--- src/rtl/shift_sub_divider.sv ---
// rtl/shift_sub_divider.sv - unsigned restoring shift/subtract divider, one quotient bit per cycle
module shift_sub_divider #(
    parameter int SIZE = 32
) (
    input  logic            Clock,
    input  logic            Reset,
    input  logic            Start,
    input  logic [SIZE-1:0] Data_A,
    input  logic [SIZE-1:0] Data_B,
    output logic [SIZE-1:0] Quotient,
    output logic [SIZE-1:0] Remainder,
    output logic            Busy,
    output logic            Done,
    output logic            Div_Zero
);

    localparam int CW = (SIZE > 1) ? $clog2(SIZE) : 1;
    localparam logic [CW-1:0] LAST_STEP = CW'(SIZE - 1);

    typedef enum logic [1:0] {
        IDLE = 2'd0,
        RUN  = 2'd1,
        DONE = 2'd2
    } state_t;

    state_t          state_q;
    logic [CW-1:0]   count_q;
    logic [SIZE-1:0] quo_q;
    logic [SIZE-1:0] rem_q;
    logic [SIZE-1:0] div_q;
    logic            busy_q;
    logic            done_q;
    logic            dz_q;

    logic [SIZE:0]   shifted_rem;
    logic [SIZE-1:0] quo_d;
    logic [SIZE-1:0] rem_d;

    // The shifted partial remainder keeps its carry-out bit so divisors with
    // the MSB set compare correctly; the difference always fits in SIZE bits.
    always_comb begin
        shifted_rem = {rem_q, quo_q[SIZE-1]};
        quo_d       = quo_q << 1;
        rem_d       = shifted_rem[SIZE-1:0];
        if (shifted_rem >= {1'b0, div_q}) begin
            rem_d = shifted_rem[SIZE-1:0] - div_q;
            quo_d = (quo_q << 1) | SIZE'(1);
        end
    end

    always_ff @(posedge Clock or negedge Reset) begin
        if (!Reset) begin
            state_q <= IDLE;
            count_q <= '0;
            quo_q   <= '0;
            rem_q   <= '0;
            div_q   <= '0;
            busy_q  <= 1'b0;
            done_q  <= 1'b0;
            dz_q    <= 1'b0;
        end else begin
            case (state_q)
                IDLE: begin
                    done_q <= 1'b0;
                    if (Start) begin
                        if (Data_B == '0) begin
                            quo_q   <= '1;
                            rem_q   <= Data_A;
                            dz_q    <= 1'b1;
                            done_q  <= 1'b1;
                            state_q <= DONE;
                        end else begin
                            quo_q   <= Data_A;
                            div_q   <= Data_B;
                            rem_q   <= '0;
                            dz_q    <= 1'b0;
                            count_q <= '0;
                            busy_q  <= 1'b1;
                            state_q <= RUN;
                        end
                    end
                end
                RUN: begin
                    quo_q   <= quo_d;
                    rem_q   <= rem_d;
                    count_q <= count_q + 1'b1;
                    if (count_q == LAST_STEP) begin
                        busy_q  <= 1'b0;
                        done_q  <= 1'b1;
                        state_q <= DONE;
                    end
                end
                DONE: begin
                    done_q  <= 1'b0;
                    state_q <= IDLE;
                end
                default: begin
                    busy_q  <= 1'b0;
                    done_q  <= 1'b0;
                    state_q <= IDLE;
                end
            endcase
        end
    end

    assign Quotient  = quo_q;
    assign Remainder = rem_q;
    assign Busy      = busy_q;
    assign Done      = done_q;
    assign Div_Zero  = dz_q;

endmodule

--- config.mk ---
export PLATFORM = sky130hd
export DESIGN_NAME = shift_sub_divider
export DESIGN_NICKNAME = d
export VERILOG_FILES = /design/src/rtl/shift_sub_divider.sv
export SDC_FILE = /design/constraint.sdc
export NUM_CORES = 1
export LEC_CHECK = 0
export CAP_MARGIN = 25
export CORE_ASPECT_RATIO = 0.8
export CORE_MARGIN = 2
export CORE_UTILIZATION = 57
export DETAILED_ROUTE_END_ITERATION = 10
export PLACE_DENSITY = 0.92
export SKIP_CTS_REPAIR_TIMING = 1
export SYNTH_ARGS = -nofsm -noshare
export SYNTH_HDL_FRONTEND = slang
export SYNTH_SLANG_ARGS = --single-unit
--- constraint.sdc ---
create_clock -name Clock -period 6.23 [get_ports Clock]
set_input_delay 1.246 -clock Clock [delete_from_list [all_inputs] [get_ports Clock]]
set_output_delay 1.246 -clock Clock [all_outputs]
set_load 0.05 [all_outputs]
==> results of run 1 <==
==> cell type report <==
cell class | instances | area share (%)
clock inverter | 7 | 1.17
tap | 148 | 2.20
clock buffer | 9 | 2.67
sequential | 106 | 31.4
multi-input combinational | 556 | 44.1
inverter | 37 | 1.65
timing repair buffer | 141 | 16.7
antenna | 1 | 0.0297
==> cell usage in the layout (no fill, tap or decap), drive strengths merged, types with 5 or more instances in the layout <==
cell type      Yosys  routed
buf               25       9
nor2              58      58
o211ai             5       5
mux2              32      32
o22ai              6       6
a221oi            11      11
nor3              10      10
o311ai            10      10
xnor2             18      18
o22a              26      26
inv               36      38
a21o              10      10
and3               9       9
o21ai             48      48
and2               8       8
a222oi            11      11
clkdlybuf4s50      0     132
nor4               9       9
clkbuf            27       9
xor2              12      12
nand4             10      10
a211oi             6       6
ha                34      34
dfrtp            106     106
nand3             22      22
a21oi             65      65
nor2b              5       5
nand2             75      75
nand2b             7       7
==> sequential cells by signal, indices dropped and copies added (netlist names) <==
register,cells
Quotient,32
Remainder,32
div_q,32
count_q,5
state_q,2
Busy,1
Div_Zero,1
Done,1
==> cells by family (layout without fill, tap and decap cells) <==
kind of cell,count (synthesis),in the layout,synth area share [%]
fa+ha+maj,35,35,6.60
other cells,0,1,0
flops,106,106,39.3
simple gates,225,225,15.7
buf+inv,89,194,5.60
xor+xnor,30,30,3.89
mux,34,34,5.63
compound gates,232,232,23.3
==> per-stage QoR <==
step | cell area, um^2 | util (%) | std cells | setup WS [ps] | hold WS (ps)
6_report | 8440 | 73.2 | 1005 | 2170 | 501
5_1_grt | 8430 | 73.2 | 1004 | 2190 | 526
4_1_cts | 8400 | 72.9 | 1002 | 2360 | 499
3_5_place_dp | 8070 | 70.1 | 986 | 2000 | 480
3_3_place_gp | 8070 | 70.1 | 986 | 2040 | 478
2_1_floorplan | 6750 | - | 751 | 3220 | 479
==> critical path: cells and delay by family <==
kind / cells / cell delay, ps
AND/OR/NAND/NOR: 4 / 2220
buffers and inverters: 1 / 470
AO/OA/AOI/OAI: 2 / 400
==> worst min-delay path by stage <==
stage	to	slack [ps]	cells after the start
after floorplan	div_q[10]	480	1
after global placement	Div_Zero	480	2
after detailed placement	Div_Zero	480	2
after CTS	Div_Zero	500	2
after global routing	div_q[22]	530	1
final	Div_Zero	500	2
==> metal layers <==
layer,global-route usage [%],routed length [um]
met1,46.0,8780
met2,50.8,9220
met3,11.9,2760
met4,11.8,513
met5,0,0
==> impl_summary.md, run 1 <==
Layout
The area growth from synthesis to layout is 24.9%. The net count reported at finish is 953. The multi-input combinational cell area is 0.00372 mm^2. Counting the fill cells in the layout gives 849.

The sequential standard cell area is 0.00265 mm^2. Cells with a size suffix above 1 make up 7.71% of the layout.

Routing
In this run, the number of DRC markers left after iteration 0 of detailed routing was 979. In the final routed layout, each cell accounts on average for 21.2 um. The count of unresolved DRC violations after routing is 0. The wire length after detailed routing is 21,300 um. Before antenna repair, the detailed router went through 5 iterations. The number of nets with antenna violations after routing is 0. The total via count in the routed design is 6,634. The via density per instance is 6.60.

STA
The worst clock skew is 6.82 ps. For this run, the top clock speed supported by timing is 0.246 GHz. The minimum clock period after layout is 4060 ps. The worst-margin pin slew is 1010 ps. The final total negative setup slack is 0 ps. The normalized max-slew margin is 32.8%. Setup repair after global routing left no endpoint under its margin.

Setup violations remaining at the end of the flow were counted as 0. Of the available clock period, the critical path in the final layout requires 65.2%. The number of pins with negative max-slew slack in the final report is 0. The final hold violation count is 0.

Run
Across the run, the number of max-cap violations was 0.

Floorplanning
The core area is 0.0115 mm^2. The initial standard-cell utilization of the core is 58.6%. The x dimension of the die is 126 um. The die boundary height is 101 um. The row count is 35. The floorplan step defined a die boundary enclosing 0.0127 mm^2. During I/O placement, the number of pins put on the boundary was 134.

Setup path
In this design, the stage delay of the slowest critical-path cell is 780 ps. The worst setup path is of the in2reg kind. The startpoint of the worst register-to-register path is Remainder[1]. The slowest stage of the critical path belongs to the cell nor2_1. Traced cell by cell, the critical path runs through clkdlybuf4s50_1 > nor4_1 > nand4_1 > or3_1 > nor2_1 > a222oi_1 > o21ai_1. The critical path starts at Data_B[27]. Along the worst path, the maximum fanout reaches 12. The worst reg2reg path endpoint is Remainder[23]. Across all register-to-register paths, the minimum setup slack is 2700 ps. The worst path arrival time is 4340 ps.

Data on the critical path is required at its endpoint by 6500 ps. The category of the worst setup path launch point is an input port. The number of cell instances on the worst register-to-register path is 11. The nature of the critical path endpoint is a register. The capturing element of the worst setup path is Remainder[19].

GRT
The global routing usage summed across all routing layers is 33.8%. The aggregate global routing overflow is 0. The number of antenna violations at the first check in global routing is 1. The global-route wire length before repair is 33,900 um. Entering global routing, the biggest net connects 70 pins. The via count of the first global-routing pass is 6,470.

Clock tree
The TritonCTS sink count is 106. The root buffer cell chosen for the clock tree is clkbuf_16. TritonCTS built the clock tree. The TritonCTS buffer count is 9. In this run the deepest clock path goes through 2 buffers.

The latest clock arrival within the worst-skew pair is 360 ps. The H-tree was split into 3 levels. The clock-pin slew of the registers on the worst-case setup and hold paths is 80 ps.

Synthesis
After synthesis, the cell types taking the most area are dfrtp_1 (39%), ha_1 (6.3%), mux2_2 (5.3%). The number of warnings printed during yosys synthesis is 0. The number of nets in the synthesized netlist is 853. The most numerous cell in the Yosys netlist is dfrtp_1. The cell accounting for the most synthesized area is dfrtp_1. Counting distinct cell types in the post-synthesis netlist gives 62. The synthesized area divided by synthesized cell count is 8.99 um^2. By count the netlist is led by dfrtp_1 (106), nand2_1 (75), a21oi_1 (64). The flip-flop cell with the highest count after synthesis is dfrtp_1. Sequential cells were found to cover 39.3% of the synthesized design area. The synthesized instance count is 751. The synthesized design contains 106 register bits. The share of the synthesized area in the top cell type is 39.3%.

Counting flops with a built-in enable in the synthesized netlist gives 0. The share of async-settable or async-resettable flops after synthesis is 100%. In this run the cell area of the synthesized design comes to 0.00675 mm^2.

Hold path
The class of the tightest hold or removal check is reg2reg. The startpoint identified for the worst hold timing path is Div_Zero.

Place
After legalization and detailed placement, the total HPWL measured 15,100 um. During placement, the flow inserted port buffers numbering 133. The final weighted congestion in routability-driven placement is 0.942.

Outcome
The flow ran to the end, and the final reports show no timing, DRC or antenna violations.
Power of run 1 is not shown: default switching activity piles up to over one toggle a cycle in this logic, so the estimate is an artifact.
==> inputs of run 2 (changes only) <==
--- a/config.mk
+++ b/config.mk
@@ -8,9 +8,9 @@
 export CAP_MARGIN = 25
 export CORE_ASPECT_RATIO = 0.8
 export CORE_MARGIN = 2
-export CORE_UTILIZATION = 57
+export CORE_UTILIZATION = 48
 export DETAILED_ROUTE_END_ITERATION = 10
-export PLACE_DENSITY = 0.92
+export PLACE_DENSITY = 0.83
 export SKIP_CTS_REPAIR_TIMING = 1
 export SYNTH_ARGS = -nofsm -noshare
 export SYNTH_HDL_FRONTEND = slang
==> constraint.sdc (replaced) <==
create_clock -name Clock -period 3.6 [get_ports Clock]
set_input_delay 0.72 -clock Clock [delete_from_list [all_inputs] [get_ports Clock]]
set_output_delay 0.72 -clock Clock [all_outputs]
set_load 0.05 [all_outputs]
==> impl_summary.md, run 2 (synthesized netlist as in run 1, its figures left out) <==
Clock tree
The clock-pin slew of the registers on the worst-case setup and hold paths came to 70 ps (about the same). The latest clock arrival within the worst-skew pair was 350 ps (about the same). The TritonCTS sink count is 106 (unchanged). The clock tree from TritonCTS is yes. The clock tree buffer depth is 2 (unchanged). The buffer type at the clock tree root is clkbuf_16. The CTS H-tree depth is 3 (unchanged). The TritonCTS buffer count came to 9 (unchanged).

STA
The normalized max-slew margin is 47.0% (+14 points). Timing would allow up to 0.322 GHz. The worst clock skew is 11.5 ps (+4.66 ps). Setup repair after global routing left no endpoint under its margin. After layout, the worst path uses 86.2% of the clock period. The final hold violation count is 0 (unchanged). The worst-margin pin slew was 795 ps (-213 ps). The final total negative setup slack is 0 ps (unchanged).

The number of pins with negative max-slew slack in the final report is 0 (unchanged). The final count of negative-setup-slack endpoints is 0 (unchanged). The minimum clock period after layout is 3100 ps.

The post-route worst setup slack came to 496 ps (-1670 ps).

Setup path
Walking the worst path, the cells encountered are ha_1 > nand3_1 > nor3_2 > and2_1 > and4b_1 > a211oi_2 > and2_1 > buf_4 > a222oi_1 > o21ai_1. The startpoint of the worst register-to-register path is Remainder[18]. STA classifies the critical path startpoint as a register. The most prevalent standard cell on the critical path is and2_1. The reg2reg setup slack was 500 ps (-2200 ps). The worst path arrival time is 3320 ps (-1020 ps). The worst setup path is captured at a register. The number of cell instances on the worst register-to-register path is 10 (-1). The worst reg2reg path endpoint is Remainder[20]. The type of the setup path with the least slack is reg2reg. The required time of the critical path was 3820 ps (-2680 ps). For this design, the slowest cell found on the critical path is dfrtp_1. The critical path's largest stage delay was 430 ps (-350 ps). The highest fanout seen on the critical path came to 19 (+7).

Floorplanning
The core area is 0.0136 mm^2 (+18%). The initial standard-cell utilization of the core came to 49.5% (-9.1 points). The die boundary height was 110 um (+8.6%). The row count is 38 (+8.6%). The number of I/O pins is 134 (unchanged).

The die area came to 0.0150 mm^2 (+18%). The x dimension of the die is 137 um (+8.7%).

Layout
The number of fillers in the final layout is 1,196 (+41%). The top cell types in the final layout, fill and taps aside, are clkdlybuf4s50_1 (132), dfrtp_1 (106), nand2_1 (75), a21oi_1 (64), nor2_1 (57). The sequential standard cell area is 0.00265 mm^2 (unchanged). Compared with the post-synthesis result, the final layout area differs by 27.1%. The net count reported at finish is 975 (+2.3%). The fraction of the core area covered by cells at the end of the flow is 62.9% (-10 points). The most common library cell in the layout ignoring fill and taps is clkdlybuf4s50_1. The ratio of cells with drive above 1 in the final layout is 9.68% (+2.0 points). The multi-input combinational cell area came to 0.00372 mm^2 (unchanged).

The number of diodes is 0 (-1).

Place
The number of buffers added on ports is 133 (unchanged). The placed wire-length estimate is 15,900 um (+5.4%). The worst-case setup slack after placement is 320 ps (-1680 ps). The final weighted congestion in routability-driven placement came to 0.987 (+4.8%).

GRT
The via count of the first global-routing pass is 6,179 (-4.5%). The pin count of the biggest net entering global routing is 49 (-30%). The global-route wire length before repair is 33,100 um (-2.3%). The aggregate global routing overflow is 0 (unchanged). The number of antenna violations at the first check in global routing is 0 (-1). The global routing usage summed across all routing layers is 28.8% (-5.0 points).

Routing
The count of unresolved DRC violations after routing came to 0 (unchanged). The number of optimization iterations in the first detailed-route pass came to 5 (unchanged). The initial detailed-routing violation count came to 636 (-35%). The via density per instance is 6.10 (-7.6%).

The total via count in the routed design was 6,451 (-2.8%). The mean routed wirelength per cell is 19.8 um (-6.5%). The number of nets with antenna violations after routing is 0 (unchanged). The wire length after detailed routing is 20,900 um (-1.6%).

Hold path
The class of the tightest hold or removal check is in2async.

Outcome
The run finished with clean final reports.

Run
The max-capacitance violation count is 0 (unchanged).
[run 2: cell count changes in the layout (fill, tap and decap cells not counted)]
cell / before / now
bufinv_16: 1 / 0
inv_8: 1 / 0
clkinvlp_4: 1 / 0
clkinv_8: 2 / 0
clkbuf_8: 0 / 1
clkinv_2: 0 / 1
clkbuf_1: 0 / 3
diode_2: 1 / 0
buf_4: 7 / 30
buf_8: 1 / 0
[run 2: stage by stage]
| stage | area, um^2 | hold slack [ps] | std cells |
|---|---|---|---|
| floorplan | 6750 | 424 | 751 |
| global placement | 8310 | 479 | 1042 |
| detailed placement | 8310 | 480 | 1042 |
| CTS | 8580 | 418 | 1058 |
| global route | 8580 | 431 | 1058 |
| finish | 8580 | 393 | 1058 |
[run 2: worst max path at each step]
stage | startpoint | cells past startpoint | to
after floorplan | Quotient[31] | 13 | Remainder[23]
after global placement | Data_B[18] | 8 | div_q[18]
after detailed placement | Data_B[18] | 8 | div_q[21]
after CTS | Remainder[18] | 10 | Remainder[16]
after global routing | Remainder[14] | 10 | Remainder[14]
final | Remainder[18] | 10 | Remainder[20]
[run 2: layout make-up]
class                      instances  area share (%)
timing repair buffer             163            18.3
clock buffer                      13            2.92
sequential                       106            30.9
inverter                          37            1.62
multi-input combinational        556            43.4
clock inverter                     3           0.263
tap                              180            2.63
[run 2: routing by layer]
layer  routed length [um]  track usage (%)  part of all wire, %
met1                 9050             40.5                   43
met2                 9150             43.8                   44
met3                 2040             6.08                  9.7
met4                  697             10.6                  3.3
met5                    0                0                    0
[run 2: worst max-delay path, delay by kind of cell (launching register included)]
kind,cells,cell delay (ps)
AND/OR/NAND/NOR,5,1410
flip-flops,1,430
adder cells (fa/ha/maj),1,430
AO/OA/AOI/OAI,3,400
buffers and inverters,1,290
Power of run 2 is left out for the same reason.
==> inputs of run 3 (changes only) <==
--- a/config.mk
+++ b/config.mk
@@ -8,9 +8,9 @@
 export CAP_MARGIN = 25
 export CORE_ASPECT_RATIO = 0.8
 export CORE_MARGIN = 2
-export CORE_UTILIZATION = 48
+export CORE_UTILIZATION = 40
 export DETAILED_ROUTE_END_ITERATION = 10
-export PLACE_DENSITY = 0.83
+export PLACE_DENSITY = 0.72
 export SKIP_CTS_REPAIR_TIMING = 1
 export SYNTH_ARGS = -nofsm -noshare
 export SYNTH_HDL_FRONTEND = slang
==> impl_summary.md, run 3 (synthesized netlist as in run 1, its figures left out) <==
STA
The minimum clock period after layout came to 3110 ps (+8.09 ps). The post-route worst setup slack is 488 ps (-8.09 ps). The final clock period utilization by the worst path is 86.5% (+0.22 points). The highest attainable clock frequency is 0.321 GHz (-0.26%). The number of pins with negative max-slew slack in the final report is 0 (unchanged). The final hold violation count is 0 (unchanged). The normalized max-slew margin is 33.1% (-14 points).

The worst clock skew came to 11.5 ps (+0.0299 ps). Setup repair after global routing left no endpoint under its margin. The final count of negative-setup-slack endpoints is 0 (unchanged).

The final total negative setup slack is 0 ps (unchanged). The worst-margin pin slew is 1000 ps (+208 ps).

Layout
Leaving out fill and tap cells, the most frequent cell in the layout is clkdlybuf4s50_1. The net count reported at finish is 969 (-0.62%). The number of standard cells in the layout, taps in and fillers out came to 1,092 (+3.2%).

The ratio of cells with drive above 1 in the final layout is 9.29% (-0.39 points). The area growth from synthesis to layout is 27.5%. The top cell types in the final layout, fill and taps aside, are clkdlybuf4s50_1 (132), dfrtp_1 (106), nand2_1 (75), a21oi_1 (64), nor2_1 (57).

The number of diodes is 0 (unchanged).

GRT
The pin count of the biggest net entering global routing came to 57 (+16%). The number of antenna violations at the first check in global routing is 0 (unchanged). The global-route wire length before repair is 35,000 um (+5.5%). The via count of the first global-routing pass is 6,148 (-0.50%). The aggregate global routing overflow came to 0 (unchanged). The global routing usage summed across all routing layers is 25.4% (-3.4 points).

Clock tree
The clock tree buffer depth came to 2 (unchanged). The tree is rooted in a clkbuf_16. The clock-pin slew of the registers on the worst-case setup and hold paths is 80 ps (about the same). The TritonCTS buffer count is 9 (unchanged). The TritonCTS sink count was 106 (unchanged). The CTS H-tree depth is 3 (unchanged). The latest clock arrival within the worst-skew pair is 360 ps (about the same). TritonCTS built the clock tree.

Setup path
Traced cell by cell, the critical path runs through ha_1 > nand4_1 > nor2_1 > and2_1 > and4b_1 > a211oi_2 > and2_1 > buf_4 > a222oi_1 > o21ai_1. The worst setup path is captured at a register. The critical path's largest stage delay is 470 ps (+40 ps). The most prevalent standard cell on the critical path is and2_1. The category of the worst setup path launch point is a register. The type of the setup path with the least slack is reg2reg. The cell type of the slowest stage on the worst timing path is ha_1.

The highest fanout seen on the critical path is 9 (-10). The required time of the critical path is 3830 ps (about the same). The worst path arrival time is 3340 ps (+20 ps).

Routing
The total via count in the routed design is 6,429 (-0.34%). The number of nets with antenna violations after routing was 0 (unchanged). The number of optimization iterations in the first detailed-route pass is 9 (+4). The count of unresolved DRC violations after routing came to 0 (unchanged). The via density per instance is 5.89 (-3.4%). The initial detailed-routing violation count is 775 (+22%). The mean routed wirelength per cell is 20.4 um (+3.4%). The wire length after detailed routing is 22,300 um (+6.7%).

Floorplanning
The die area came to 0.0179 mm^2 (+19%). The row count was 42 (+11%). The die boundary height is 120 um (+9.2%). The core area is 0.0166 mm^2 (+21%). The number of I/O pins is 134 (unchanged). The initial standard-cell utilization of the core came to 40.8% (-8.7 points).

The x dimension of the die is 149 um (+9.3%).

Place
The final weighted congestion in routability-driven placement is 0.975 (-1.2%). The total placed cells including tap cells came to 1,076 (+3.3%). The number of buffers added on ports is 133 (unchanged). The placed wire-length estimate is 16,700 um (+4.8%).

The worst-case setup slack after placement is 397 ps (+77.4 ps).

Hold path
The class of the tightest hold or removal check is in2async.

Outcome
The flow ran to the end, and the final reports show no timing, DRC or antenna violations.

Run
The max-capacitance violation count is 0 (unchanged).
==> run 3: final timing paths <==
| kind | endpoint | slack (ps) | start | cells after the start |
|---|---|---|---|---|
| worst max-delay path | Remainder[24] | 490 | Remainder[14] | 10 |
| worst min-delay path | div_q[19] | 420 | Reset | 1 |
| worst max register to register | Remainder[24] | 490 | Remainder[14] | 10 |
| worst min register to register | Div_Zero | 490 | Div_Zero | 2 |
| max in group asynchronous | Remainder[27] | 2400 | Reset | 2 |
| min in group Clock | Div_Zero | 490 | Div_Zero | 2 |
==> run 3: routing by layer <==
metal  vias up  GRT usage, %  routed length (um)
li1       2984             -                   -
met1      3088          38.2               10100
met2       334          36.5                9430
met3        23          6.91                2450
met4         0          5.42                 315
met5         -             0                   0
==> run 3: final cells by class <==
cell class | instances | area, um^2
Fill cell | 1560 | 7950
Multi-Input combinational cell | 556 | 3720
Inverter | 37 | 139
Clock buffer | 10 | 229
Tap cell | 220 | 275
Clock inverter | 6 | 67.6
Timing Repair Buffer | 157 | 1520
Sequential cell | 106 | 2650
==> run 3: worst max-delay path: cells and delay by family, from the launching register on <==
family	cells	cell delay, ps
compound gates	3	570
buf+inv	1	220
simple gates	5	1280
flops	1	460
fa+ha+maj	1	470
==> run 3: metrics by stage <==
stage               area (um^2)  hold WS [ps]  utilization, %
finish                     8610           424            52.0
global route               8610           487            52.0
CTS                        8610           460            52.0
detailed placement         8310           472            50.2
global placement           8310           463            50.2
floorplan                  6750           424               -
Power of run 3 is left out for the same reason.
